==> config.mk <==
export PLATFORM = sky130hd
export DESIGN_NAME = arb_wrr_pkt_flat
export DESIGN_NICKNAME = d
export VERILOG_FILES = /design/src/rtl/arb_wrr_pkt_pkg.sv /design/src/rtl/arb_wrr_pkt_if.sv /design/src/rtl/arb_wrr_pkt_rr_pick.sv /design/src/rtl/arb_wrr_pkt.sv /design/src/flat_wrapper.sv
export SDC_FILE = /design/constraint.sdc
export NUM_CORES = 1
export LEC_CHECK = 0
export CAP_MARGIN = 25
export CORE_UTILIZATION = 44
export CTS_BUF_LIST = sky130_fd_sc_hd__clkbuf_8
export DETAILED_ROUTE_END_ITERATION = 10
export PLACE_DENSITY = 0.81
export RECOVER_POWER = 100
export SYNTH_ARGS = -nofsm -noshare
export SYNTH_HDL_FRONTEND = slang
export SYNTH_SLANG_ARGS = --single-unit
==> constraint.sdc <==
create_clock -name clock -period 2.38 [get_ports clock]
set_input_delay 0.476 -clock clock [delete_from_list [all_inputs] [get_ports clock]]
set_output_delay 0.476 -clock clock [all_outputs]
set_load 0.01 [all_outputs]
==> src/rtl/arb_wrr_pkt_pkg.sv <==
// Shared types and helpers for the weighted round-robin packet arbiter.
package arb_wrr_pkg;

  typedef enum logic [1:0] {
    ARB  = 2'd0,
    HOLD = 2'd1,
    REL  = 2'd2
  } state_e;

  localparam int N_DEF  = 4;
  localparam int WW_DEF = 4;
  localparam int IDW    = $clog2(N_DEF);

  // Callers guarantee at most one bit set; all-zero maps to index 0.
  function automatic int unsigned onehot2bin(input logic [31:0] oh);
    int unsigned idx;
    idx = 0;
    for (int unsigned i = 0; i < 32; i++) begin
      if (oh[i]) idx |= i;
    end
    return idx;
  endfunction

endpackage

==> src/rtl/arb_wrr_pkt_if.sv <==
// Requester/resource side signals of the arbiter, grouped as one bundle.
interface arb_wrr_pkt_if
  import arb_wrr_pkg::*;
#(
  parameter int N  = N_DEF,
  parameter int WW = WW_DEF
);
  localparam int IW = $clog2(N);

  logic [N-1:0]    req_valid;
  logic [N-1:0]    req_last;
  logic [N*WW-1:0] weight;
  logic            res_ready;
  logic [N-1:0]    grant;
  logic [IW-1:0]   grant_id;
  logic            beat_fire;
  logic [WW-1:0]   credit_left;

  modport master (
    output req_valid, req_last, weight, res_ready,
    input  grant, grant_id, beat_fire, credit_left
  );

  modport slave (
    input  req_valid, req_last, weight, res_ready,
    output grant, grant_id, beat_fire, credit_left
  );

endinterface

==> src/rtl/arb_wrr_pkt_rr_pick.sv <==
// Rotating-priority picker: first set bit of req strictly after ptr, wrapping.
module arb_rr_pick
  import arb_wrr_pkg::*;
#(
  parameter  int N  = N_DEF,
  localparam int IW = $clog2(N)
) (
  input  logic [N-1:0]  req,
  input  logic [IW-1:0] ptr,
  output logic          any,
  output logic [IW-1:0] pick_id
);

  logic [2*N-1:0] mask;
  logic [2*N-1:0] cand;

  // Window ptr+1 .. ptr+N over the doubled vector covers every index once.
  generate
    for (genvar gi = 0; gi < 2*N; gi++) begin : g_mask
      assign mask[gi] = (gi > int'(ptr)) && (gi <= int'(ptr) + N);
    end
  endgenerate

  assign cand = {req, req} & mask;
  assign any  = |cand;

  always_comb begin
    pick_id = '0;
    for (int j = 2*N-1; j >= 0; j--) begin
      if (cand[j]) pick_id = IW'(j % N);
    end
  end

endmodule

==> src/rtl/arb_wrr_pkt.sv <==
// Weighted round-robin packet arbiter: whole-packet grants, up to weight
// packets per grant, one idle bubble between grants.
module arb_wrr_pkt
  import arb_wrr_pkg::*;
#(
  parameter int N  = N_DEF,
  parameter int WW = WW_DEF
) (
  input  logic         clock,
  input  logic         reset,
  arb_wrr_pkt_if.slave bus
);
  localparam int IW = $clog2(N);

  state_e        state_q, state_d;
  logic [N-1:0]  grant_q, grant_d;
  logic [WW-1:0] credit_q, credit_d;
  logic          in_pkt_q, in_pkt_d;
  logic [IW-1:0] ptr_q, ptr_d;

  logic          pick_any;
  logic [IW-1:0] pick_id;
  logic [IW-1:0] cur_id;
  logic [WW-1:0] pick_w;

  arb_rr_pick #(.N(N)) u_pick (
    .req     (bus.req_valid),
    .ptr     (ptr_q),
    .any     (pick_any),
    .pick_id (pick_id)
  );

  assign cur_id          = IW'(onehot2bin(32'(grant_q)));
  assign pick_w          = bus.weight[pick_id*WW +: WW];
  assign bus.grant       = grant_q;
  assign bus.grant_id    = cur_id;
  assign bus.credit_left = credit_q;
  assign bus.beat_fire   = (|(grant_q & bus.req_valid)) & bus.res_ready;

  always_ff @(posedge clock) begin
    if (reset) begin
      state_q  <= ARB;
      grant_q  <= '0;
      credit_q <= '0;
      in_pkt_q <= 1'b0;
      ptr_q    <= IW'(N-1);
    end else begin
      state_q  <= state_d;
      grant_q  <= grant_d;
      credit_q <= credit_d;
      in_pkt_q <= in_pkt_d;
      ptr_q    <= ptr_d;
    end
  end

  always_comb begin
    state_d  = state_q;
    grant_d  = grant_q;
    credit_d = credit_q;
    in_pkt_d = in_pkt_q;
    ptr_d    = ptr_q;
    unique case (state_q)
      // The REL cycle is the bubble; arbitration for the next grant runs in
      // it against the already-updated pointer, so the gap is exactly 1 cycle.
      ARB, REL: begin
        in_pkt_d = 1'b0;
        if (pick_any) begin
          state_d  = HOLD;
          grant_d  = N'(1) << pick_id;
          credit_d = (pick_w == '0) ? WW'(1) : pick_w;
        end else begin
          state_d  = ARB;
          grant_d  = '0;
          credit_d = '0;
        end
      end
      HOLD: begin
        if (bus.beat_fire) begin
          if (bus.req_last[cur_id]) begin
            credit_d = credit_q - WW'(1);
            in_pkt_d = 1'b0;
            if (credit_q == WW'(1)) begin
              state_d  = REL;
              grant_d  = '0;
              credit_d = '0;
              ptr_d    = cur_id;
            end
          end else begin
            in_pkt_d = 1'b1;
          end
        end else if (!in_pkt_q && !bus.req_valid[cur_id]) begin
          state_d  = REL;
          grant_d  = '0;
          credit_d = '0;
          ptr_d    = cur_id;
        end
      end
      default: begin
        state_d  = ARB;
        grant_d  = '0;
        credit_d = '0;
        in_pkt_d = 1'b0;
      end
    endcase
  end

endmodule

==> src/flat_wrapper.sv <==
// flat-port wrapper written by rule: the top's interface ports become plain ports
module arb_wrr_pkt_flat import arb_wrr_pkg::*;
#(
  parameter int N  = N_DEF,
  parameter int WW = WW_DEF
)
  (clock, reset, bus_req_valid, bus_req_last, bus_weight, bus_res_ready, bus_grant, bus_grant_id, bus_beat_fire, bus_credit_left);
  arb_wrr_pkt_if #(.N(N), .WW(WW)) bus_i ();
  input  logic clock;
  input  logic reset;
  input wire logic [$bits(bus_i.req_valid)-1:0] bus_req_valid;
  input wire logic [$bits(bus_i.req_last)-1:0] bus_req_last;
  input wire logic [$bits(bus_i.weight)-1:0] bus_weight;
  input wire logic [$bits(bus_i.res_ready)-1:0] bus_res_ready;
  output wire logic [$bits(bus_i.grant)-1:0] bus_grant;
  output wire logic [$bits(bus_i.grant_id)-1:0] bus_grant_id;
  output wire logic [$bits(bus_i.beat_fire)-1:0] bus_beat_fire;
  output wire logic [$bits(bus_i.credit_left)-1:0] bus_credit_left;
  assign bus_i.req_valid = bus_req_valid;
  assign bus_i.req_last = bus_req_last;
  assign bus_i.weight = bus_weight;
  assign bus_i.res_ready = bus_res_ready;
  assign bus_grant = bus_i.grant;
  assign bus_grant_id = bus_i.grant_id;
  assign bus_beat_fire = bus_i.beat_fire;
  assign bus_credit_left = bus_i.credit_left;
  arb_wrr_pkt #(.N(N), .WW(WW)) u_core (.clock(clock), .reset(reset), .bus(bus_i));
endmodule
==> impl_metrics.json <==
{
  "status": "finished clean",
  "worst_path_clk_slew_ns": 0.06,
  "power.switching_fraction_pct": 35.4,
  "chip_width_um": 48.6,
  "grt.met2_usage_pct": 42.5,
  "hold_path_class": "reg2reg",
  "worst_slack_after_detailed_placement_ns": -0.119,
  "finalWeightedCongestion": 0.886,
  "final.setup.tns_ns": 0,
  "p_comb_share_pct": 49.9,
  "cts_made_buffers": 3,
  "boundaryPins": 38,
  "flip_flop_and_latch_count_after_synthesis": 13,
  "fraction_of_power_consumed_by_sequential_logic_pct": 30.7,
  "cp-endpoint": "u_core.bus.grant[1]",
  "routed_via_density": 5.46,
  "globalRouteTotalUtil_pct": 26.2,
  "startpoint_of_the_worst_register_to_register_path": "u_core.bus.grant[1]",
  "slew-limit-headroom_pct": 79.8,
  "global_route.usage.met3_pct": 5.35,
  "crit-reg2reg-capture": "u_core.bus.credit_left[3]",
  "cellPowerDensity_mw_per_mm2": 661,
  "timing.final.ws_setup_ns": 0.0987,
  "chipHeight_um": 48.6,
  "routed_wirelength_um": 2870,
  "floorplan.initialDensity_pct": 47.6,
  "syn_nets": 144,
  "placement.cell_area_mm2": 0.00145,
  "cts-htree-levels": 1,
  "number_of_library_cell_types_mapped_by_synthesis": 36,
  "detailroute.via_count": 1071,
  "layout.cells.most_common_list": "clkdlybuf4s50_1 (24), nor2_1 (17), buf_4 (15), mux2i_1 (13), dfxtp_1 (13)",
  "critPathArrivalTime_ns": 2.41,
  "first_global_vias": 1039,
  "cts_tree": "built",
  "drc": 0,
  "start_point_of_the_critical_path": "bus_req_valid[2]",
  "router_iterations_before_antenna_repair": 4,
  "unrepaired_setup_endpoints_after_global_routing": "no",
  "maxCapViolations": 0,
  "top_usage_layer": "met2",
  "netlist_instances": 115,
  "area_growth_syn_to_layout_pct": 57.7,
  "endpoint_kind": "flop",
  "drtAntennaViolNets": 0,
  "fin_skew_ns": 0.00142,
  "max_freq_mhz": 438,
  "power_report.internal_total_mw": 0.642,
  "setup.reg_to_reg.worst_slack_ns": 0.28,
  "antenna_found_initial": 0,
  "most_common_cell_after_layout_fill_and_taps_aside": "clkdlybuf4s50_1",
  "average_wire_per_standard_cell_um": 14.7,
  "hold_violations_final": 0,
  "period_share_pct": 95.9,
  "num_antenna_cells": 0,
  "start_to_end_type_of_the_worst_setup_path": "in2reg",
  "worst_slew_pin_slew_ns": 0.303,
  "design.die.area_mm2": 0.00236,
  "period_minus_slack_ns": 2.28,
  "post_synth_instance_area_um2": 953,
  "net-switching-power_mw": 0.352,
  "finalInstanceArea_mm2": 0.00150,
  "total_leakage_power_nw": 0.673,
  "final_cells": 196,
  "slew_viol_final": 0,
  "floorplan.rows": 16,
  "postSynthAreaPerCell_um2": 8.29,
  "worstRegToRegCells": 6,
  "coreArea_mm2": 0.00200,
  "timing.critical_path.from_type": "input pin",
  "ys_warn_count": 0,
  "drt-initial-drc-count": 50,
  "numClockSinks": 13,
  "grt.overflow.total": 0,
  "max-clock-path-buffers": 2,
  "layout-drive-gt1-share_pct": 17.2,
  "dp_hpwl_um": 2210,
  "hold_start": "u_core.bus.credit_left[1]",
  "clock_latency_ns": 0.24,
  "design.final.nets": 199,
  "crit_path_max_fanout": 5,
  "port_buffers": 37,
  "grt_pass1_wl_um": 4710,
  "final-setup-viol-count": 0,
  "dp.cells": 191,
  "vdd_drop_max_v": 0.000552,
  "pwr-share-clk_pct": 19.4,
  "clock-root-buffer": "clkbuf_8",
  "hold_buffers_post_cts": 0,
  "ys_seq_area_share_pct": 27.3,
  "grt_max_degree": 11,
  "grt_use_met1_pct": 32.8,
  "worst-endpoint-required_ns": 2.51
}
-- cell usage after synthesis --
cell type  instances  area, um^2
a21o_1             1        7.51
a31oi_1            1        6.26
a22o_1             2        17.5
mux2_4             1        15.0
o2111ai_2          1        15.0
nor3b_1            1        7.51
mux2_2             3        33.8
mux2i_1           13         130
or4_1              2        15.0
a211o_1            3        26.3
ha_1               2        25.0
nand4_1            1        6.26
nor2_1            17        63.8
nor2b_1            1        6.26
inv_1              9        33.8
or2_2              3        18.8
o211ai_1           4        30.0
nand2_1            6        22.5
o21a_1             1        7.51
dfxtp_1           13         260
o21ai_0            4        20.0
nand3_1            2        10.0
a21oi_1            1        5.00
a211oi_1           1        7.51
or3_1              1        6.26
nor3_1             4        20.0
o221ai_1           1        8.76
nand2b_1           4        25.0
o21ai_2            1        8.76
buf_2              1        5.00
o22ai_1            1        6.26
clkbuf_1           2        7.51
buf_6              1        11.3
and2_1             1        6.26
nand3_4            1        17.5
a32o_1             4        40.0
-- registers in the layout, indices dropped and copies added (netlist names) --
| register | count |
|---|---|
| u_core.in_pkt_q | 1 |
| u_core.bus.grant | 4 |
| u_core.ptr_q | 2 |
| u_core.state_q | 2 |
| u_core.bus.credit_left | 4 |
-- worst max-delay path, cell delays in order --
cell             delay (ns)
clkdlybuf4s50_1        0.44
a22o_1                 0.26
o21ai_2                0.22
buf_4                  0.17
buf_4                  0.10
a21o_1                 0.16
nand4_1                0.13
clkbuf_2               0.18
a32o_1                 0.26
-- per-layer routing --
layer	up-vias	share of wire, %
met4	0	2.6
met3	8	6.0
met5	-	0
li1	531	-
met2	39	45
met1	493	46
-- worst min path at each step --
| stage | end | slack [ns] | cells after the start |
|---|---|---|---|
| after global placement | u_core.ptr_q[0] | 0.53 | 2 |
| after CTS | u_core.bus.credit_left[1] | 0.55 | 2 |
| after global routing | u_core.bus.credit_left[1] | 0.58 | 2 |
| after detailed placement | u_core.bus.credit_left[1] | 0.53 | 2 |
| final | u_core.bus.credit_left[1] | 0.54 | 2 |
| after floorplan | u_core.ptr_q[0] | 0.50 | 2 |
-- power by group through the flow --
stage                     Combinational, mW  Clock [mW]  Sequential [mW]
final                                 0.496       0.193            0.305
after global routing                  0.538       0.203            0.313
after CTS                             0.514       0.194            0.307
after detailed placement              0.505           0            0.310
after global placement                0.493           0            0.307
after floorplan                       0.275           0            0.305
-- final cells by class --
| cell class | count | area (um^2) |
|---|---|---|
| clock buffer | 3 | 41.3 |
| fill | 165 | 498 |
| tap | 27 | 33.8 |
| inverter | 9 | 33.8 |
| clock inverter | 1 | 3.75 |
| timing repair buffer | 54 | 499 |
| multi-input combinational | 89 | 632 |
| sequential | 13 | 260 |
-- timing repair --
action / 4_1_cts / 5_1_grt
endpoints found under the setup margin: 1 / 2
gates resized for setup: 1 / 2
setup buffers: 1 / 0
hold endpoints to repair: 0 / 0
pin swaps: 1 / 1
-- per-stage QoR --
stage / total power [mW] / hold WS, ns / utilization, %
floorplan: 0.580 / 0.503 / -
global placement: 0.801 / 0.530 / 72.6
detailed placement: 0.816 / 0.534 / 72.6
CTS: 1.01 / 0.552 / 75.2
global route: 1.05 / 0.575 / 75.1
finish: 0.993 / 0.538 / 75.1
-- kinds of logic after synthesis --
logic type | Yosys count | synth area share [%]
compound gates | 26 | 21.7
flops | 13 | 27.3
simple gates | 44 | 23.6
fa+ha+maj | 2 | 2.62
mux | 17 | 18.8
buf+inv | 13 | 6.04
(Power assumes the default switching activity.)
